**config.mk**
```make
export PLATFORM = sky130hd
export DESIGN_NAME = vend_coin_select
export DESIGN_NICKNAME = d
export VERILOG_FILES = /design/src/rtl/vend_change_dispenser_pkg.sv /design/src/rtl/vend_change_dispenser_coin_select.sv
export SDC_FILE = /design/constraint.sdc
export NUM_CORES = 1
export LEC_CHECK = 0
export CORE_AREA = 2 2 39 41
export DETAILED_ROUTE_END_ITERATION = 7
export DIE_AREA = 0 0 41 43
export DONT_BUFFER_PORTS = 1
export PLACE_DENSITY = 0.3
export SYNTH_ARGS = -nofsm -noshare
export SYNTH_HDL_FRONTEND = slang
export SYNTH_SLANG_ARGS = --single-unit
```
**constraint.sdc**
```tcl
create_clock -name vclk -period 1.3
set_input_delay 0.13 -clock vclk [all_inputs]
set_output_delay 0.13 -clock vclk [all_outputs]
set_load 0.02 [all_outputs]
```
**src/rtl/vend_change_dispenser_pkg.sv**
```systemverilog
`default_nettype none
// ============================================================================
// Module  : vend_pkg
// Desc    : Coin encodings, denomination values and FSM state type shared by
//           the change dispenser and its greedy coin selector.
// Rev     : 1.0  initial release
// ============================================================================
package vend_pkg;

    localparam logic [1:0] c_COIN_1  = 2'b00;
    localparam logic [1:0] c_COIN_5  = 2'b01;
    localparam logic [1:0] c_COIN_10 = 2'b10;
    localparam logic [1:0] c_COIN_20 = 2'b11;

    localparam logic [4:0] c_VAL_1  = 5'd1;
    localparam logic [4:0] c_VAL_5  = 5'd5;
    localparam logic [4:0] c_VAL_10 = 5'd10;
    localparam logic [4:0] c_VAL_20 = 5'd20;

    typedef enum logic [1:0] {
        ST_IDLE  = 2'd0,
        ST_ISSUE = 2'd1,
        ST_DONE  = 2'd2
    } state_t;

    function automatic logic [4:0] coin_value(input logic [1:0] ct);
        logic [4:0] v;
        case (ct)
            c_COIN_1:  v = c_VAL_1;
            c_COIN_5:  v = c_VAL_5;
            c_COIN_10: v = c_VAL_10;
            default:   v = c_VAL_20;
        endcase
        return v;
    endfunction

endpackage
`default_nettype wire

```
**src/rtl/vend_change_dispenser_coin_select.sv**
```systemverilog
`default_nettype none
// ============================================================================
// Module  : vend_coin_select
// Desc    : Greedy selector - largest available denomination not exceeding the
//           amount still owed. avail_mask is indexed by coin_type encoding.
// Rev     : 1.0  initial release
// ============================================================================
module vend_coin_select
    import vend_pkg::*;
(
    input  logic [4:0] remaining,
    input  logic [3:0] avail_mask,
    output logic [1:0] coin_type,
    output logic       valid
);

    always_comb begin
        coin_type = c_COIN_1;
        valid     = 1'b0;
        if (avail_mask[c_COIN_20] && (remaining >= c_VAL_20)) begin
            coin_type = c_COIN_20;
            valid     = 1'b1;
        end else if (avail_mask[c_COIN_10] && (remaining >= c_VAL_10)) begin
            coin_type = c_COIN_10;
            valid     = 1'b1;
        end else if (avail_mask[c_COIN_5] && (remaining >= c_VAL_5)) begin
            coin_type = c_COIN_5;
            valid     = 1'b1;
        end else if (avail_mask[c_COIN_1] && (remaining >= c_VAL_1)) begin
            coin_type = c_COIN_1;
            valid     = 1'b1;
        end
    end

endmodule
`default_nettype wire

```
# Yosys cells after proc, flatten, opt, wreduce, memory -nomap -nowiden
# Index checks and enable logic that the tools add are counted.
# totals
inputBits	9
out_inout_bits	3
register_bits	0
# classes
n_reduce_logical	4
n_lt_le_gt_ge	4
n_mux	7
# ops
operator	count
$ge A5 B1 Y1 const B	1
$ge A5 B3 Y1 const B	1
$ge A5 B4 Y1 const B	1
$ge A5 B5 Y1 const B	1
$mux W1	5
$logic_and A1 B1 Y1	4
$mux W2	2

# Logic depth before layout (Yosys ltp)
# depth
depth_word	6
mapped_depth	3
ltp_nobuf	3

# Worst setup path after synthesis
# Ideal clock, no wire load.
# synth_timing
path_type	input -> output
start	input remaining[0]
end	output valid
stages	3
required_ps	1170
t_arrival_ps	939
path_buffers	0
setup_slack_ps	231
path_cell_list	or4_1 a21oi_1 o22ai_1
# synth_between
elab_chain_len	6
elab_cells_between_ends	12
cone_classes	4 x order compare; 4 x mux; 4 x reduce/logical
# synth_rtl
item	line_no	source
from (decl)	vend_change_dispenser_coin_select.sv:11	input logic [4:0] remaining,
$ge A5 B1 Y1	vend_change_dispenser_coin_select.sv:29	end else if (avail_mask[c_COIN_1] && (remaining >= c_VAL_1)) begin
$logic_and A1 B1 Y1	vend_change_dispenser_coin_select.sv:29	
$mux W1	vend_change_dispenser_coin_select.sv:29	
$mux W1	vend_change_dispenser_coin_select.sv:26	end else if (avail_mask[c_COIN_5] && (remaining >= c_VAL_5)) begin
$mux W1	vend_change_dispenser_coin_select.sv:23	end else if (avail_mask[c_COIN_10] && (remaining >= c_VAL_10)) begin
$mux W1 *	vend_change_dispenser_coin_select.sv:20	if (avail_mask[c_COIN_20] && (remaining >= c_VAL_20)) begin
to (decl)	vend_change_dispenser_coin_select.sv:14	output logic valid
# Mark *: on every way between the ends. The rest lies on a longest branch, timed or not.

# Worst setup path in the final report
# Ends and elaborated chain as after synthesis.

==> flow_summary.json <==
{
  "avgSynthCellArea_sq_um": 6.49,
  "grt_pass1_vias": 155,
  "coreArea_sq_um": 1380,
  "max_freq_mhz": 885,
  "drv_cap": 0,
  "path_cells": "or4_1 -> a21oi_1 -> o22ai_1",
  "gp_congestion": 0.637,
  "num_rows": 14,
  "synth.cell_area_sq_um": 104,
  "drive_above_1_share_pct": 5.88,
  "viasPerCell": 4.52,
  "place_area_sq_um": 131,
  "seqPwrFrac_pct": 0,
  "ys_seq_area_share_pct": 0,
  "post-route-period-util_pct": 86.9,
  "relSlewSlack_pct": 67.6,
  "leakagePower_nw": 0.0307,
  "finalMaxSlewViolations": 0,
  "powerDensity_nw_per_um2": 305,
  "cts_resized": 0,
  "grt_pass1_wl_um": 627,
  "die_w_um": 41,
  "postCtsHoldBufs": 0,
  "cp-startpoint": "remaining[0]",
  "initial_core_util_pct": 7.50,
  "swShare_pct": 55.4,
  "synthTopCellsByArea": "o21a_1 (36%), o22ai_1 (12%), o21ai_0 (9.6%)",
  "port_buffers": 0,
  "min_from": "remaining[3]",
  "wl_per_cell_um": 13.6,
  "worst_setup_path_end_kind": "output pin",
  "cp_max_fo": 3,
  "drtAntennaViolNets": 0,
  "antenna_found_initial": 0,
  "start_kind": "input port",
  "cts_setup_buffers": 0,
  "die_area_sq_um": 1760,
  "hold_path_class": "input port to output pin",
  "worstMarginPinSlew_ns": 0.493,
  "seq_cells": 0,
  "synth.top_cell.area_share_pct": 36.1,
  "worst_hold_slack_ns": 0.511,
  "syn_to_final_growth_pct": 26.5,
  "grtUsageTotal_pct": 4.90,
  "setup_viol": 0,
  "grt_max_degree": 8,
  "synthCells": 16,
  "required_ns": 1.17,
  "finalPower_mw": 0.0400,
  "hold_end": "coin_type[1]",
  "first_pass_iters": 2,
  "n_clock_buffer": 0,
  "crit_type": "input port to output pin",
  "p_sw_mw": 0.0222,
  "crit_slowest_cell": "or4_1",
  "outcome": "finished clean",
  "p_int_mw": 0.0179,
  "synth_fp_nets": 25,
  "grt.overflow.total": 0,
  "ios": 12,
  "hold_viol": 0,
  "drt_wl_total_um": 449,
  "finalCriticalPeriod_ns": 1.13,
  "rsz0062_at_grt": "false",
  "clkPwrFrac_pct": 0,
  "drt_iter0_drc": 2,
  "synth_warnings": 0,
  "ys_types": 9,
  "critPathArrivalTime_ns": 1.00,
  "slowest_delay_ns": 0.50,
  "synth_top_area_cell": "o21a_1",
  "hold-path-cell-count": 2,
  "drc_errors": 0,
  "vias": 149,
  "tns_ns": 0,
  "seqCellArea_sq_um": 0,
  "power_frac_comb_pct": 100.0,
  "finalInstanceArea_sq_um": 131,
  "n_antenna_cell": 0,
  "ir_drop_mv": 0.0741,
  "die_h_um": 43,
  "nets": 28
}
-- cell usage after synthesis, drive strengths merged --
master  n
a21oi   1
o22ai   2
nor4b   1
nor2    2
o21a    5
o211ai  1
or4     1
o31ai   1
o21ai   2
-- worst max-delay path, delay by kind of cell --
family	cells	cell delay, ns
AO/OA/AOI/OAI	2	0.36
AND/OR/NAND/NOR	1	0.50
-- kinds of logic after synthesis --
family / count (synthesis) / share of synthesized area, %
AOI/OAI and AO/OA: 12 / 77.1
and+or+nand+nor: 4 / 22.9
-- power groups by stage --
| stage | combinational (mW) | sequential (mW) | clock, mW |
|---|---|---|---|
| 2_1_floorplan | 0.0321 | 0 | 0 |
| 3_3_place_gp | 0.0392 | 0 | 0 |
| 3_5_place_dp | 0.0405 | 0 | 0 |
| 4_1_cts | 0.0406 | 0 | 0 |
| 5_1_grt | 0.0445 | 0 | 0 |
| 6_report | 0.0400 | 0 | 0 |
-- layout make-up --
class              count  area (sq um)
fillers              161          1250
multi-input cells     16           104
well taps             16          20.0
repair buffers         1          7.51
-- metrics by stage --
step | setup WS (ns) | cells | utilization (%)
3_3_place_gp | 0.197 | 33 | 9.49
4_1_cts | 0.162 | 33 | 9.49
3_5_place_dp | 0.162 | 33 | 9.49
2_1_floorplan | 0.231 | 16 | -
5_1_grt | 0.120 | 33 | 9.49
6_report | 0.170 | 33 | 9.49
-- cell usage in the layout, fill, tap and decap left out --
| cell type | instances |
|---|---|
| o21a_1 | 5 |
| o21ai_0 | 2 |
| nor2_1 | 2 |
| o22ai_1 | 2 |
| o31ai_1 | 1 |
| o211ai_1 | 1 |
| nor4b_1 | 1 |
| or4_1 | 1 |
| a21oi_1 | 1 |
| buf_4 | 1 |
-- worst max path at each step --
| stage | end | slack [ns] | cells after the start |
|---|---|---|---|
| after floorplan | valid | 0.23 | 3 |
| after global placement | valid | 0.20 | 3 |
| after detailed placement | valid | 0.16 | 3 |
| after CTS | valid | 0.16 | 3 |
| after global routing | valid | 0.12 | 3 |
| final | valid | 0.17 | 3 |
-- layer usage --
layer / global-route usage (%) / wire [um] / vias up
met5: 0 / 0 / -
met4: 0 / 0 / 0
met3: 8.90 / 195 / 0
met2: 6.56 / 136 / 20
met1: 3.48 / 117 / 59
li1: - / - / 70
Note: power is estimated with default switching activity, not from simulation.
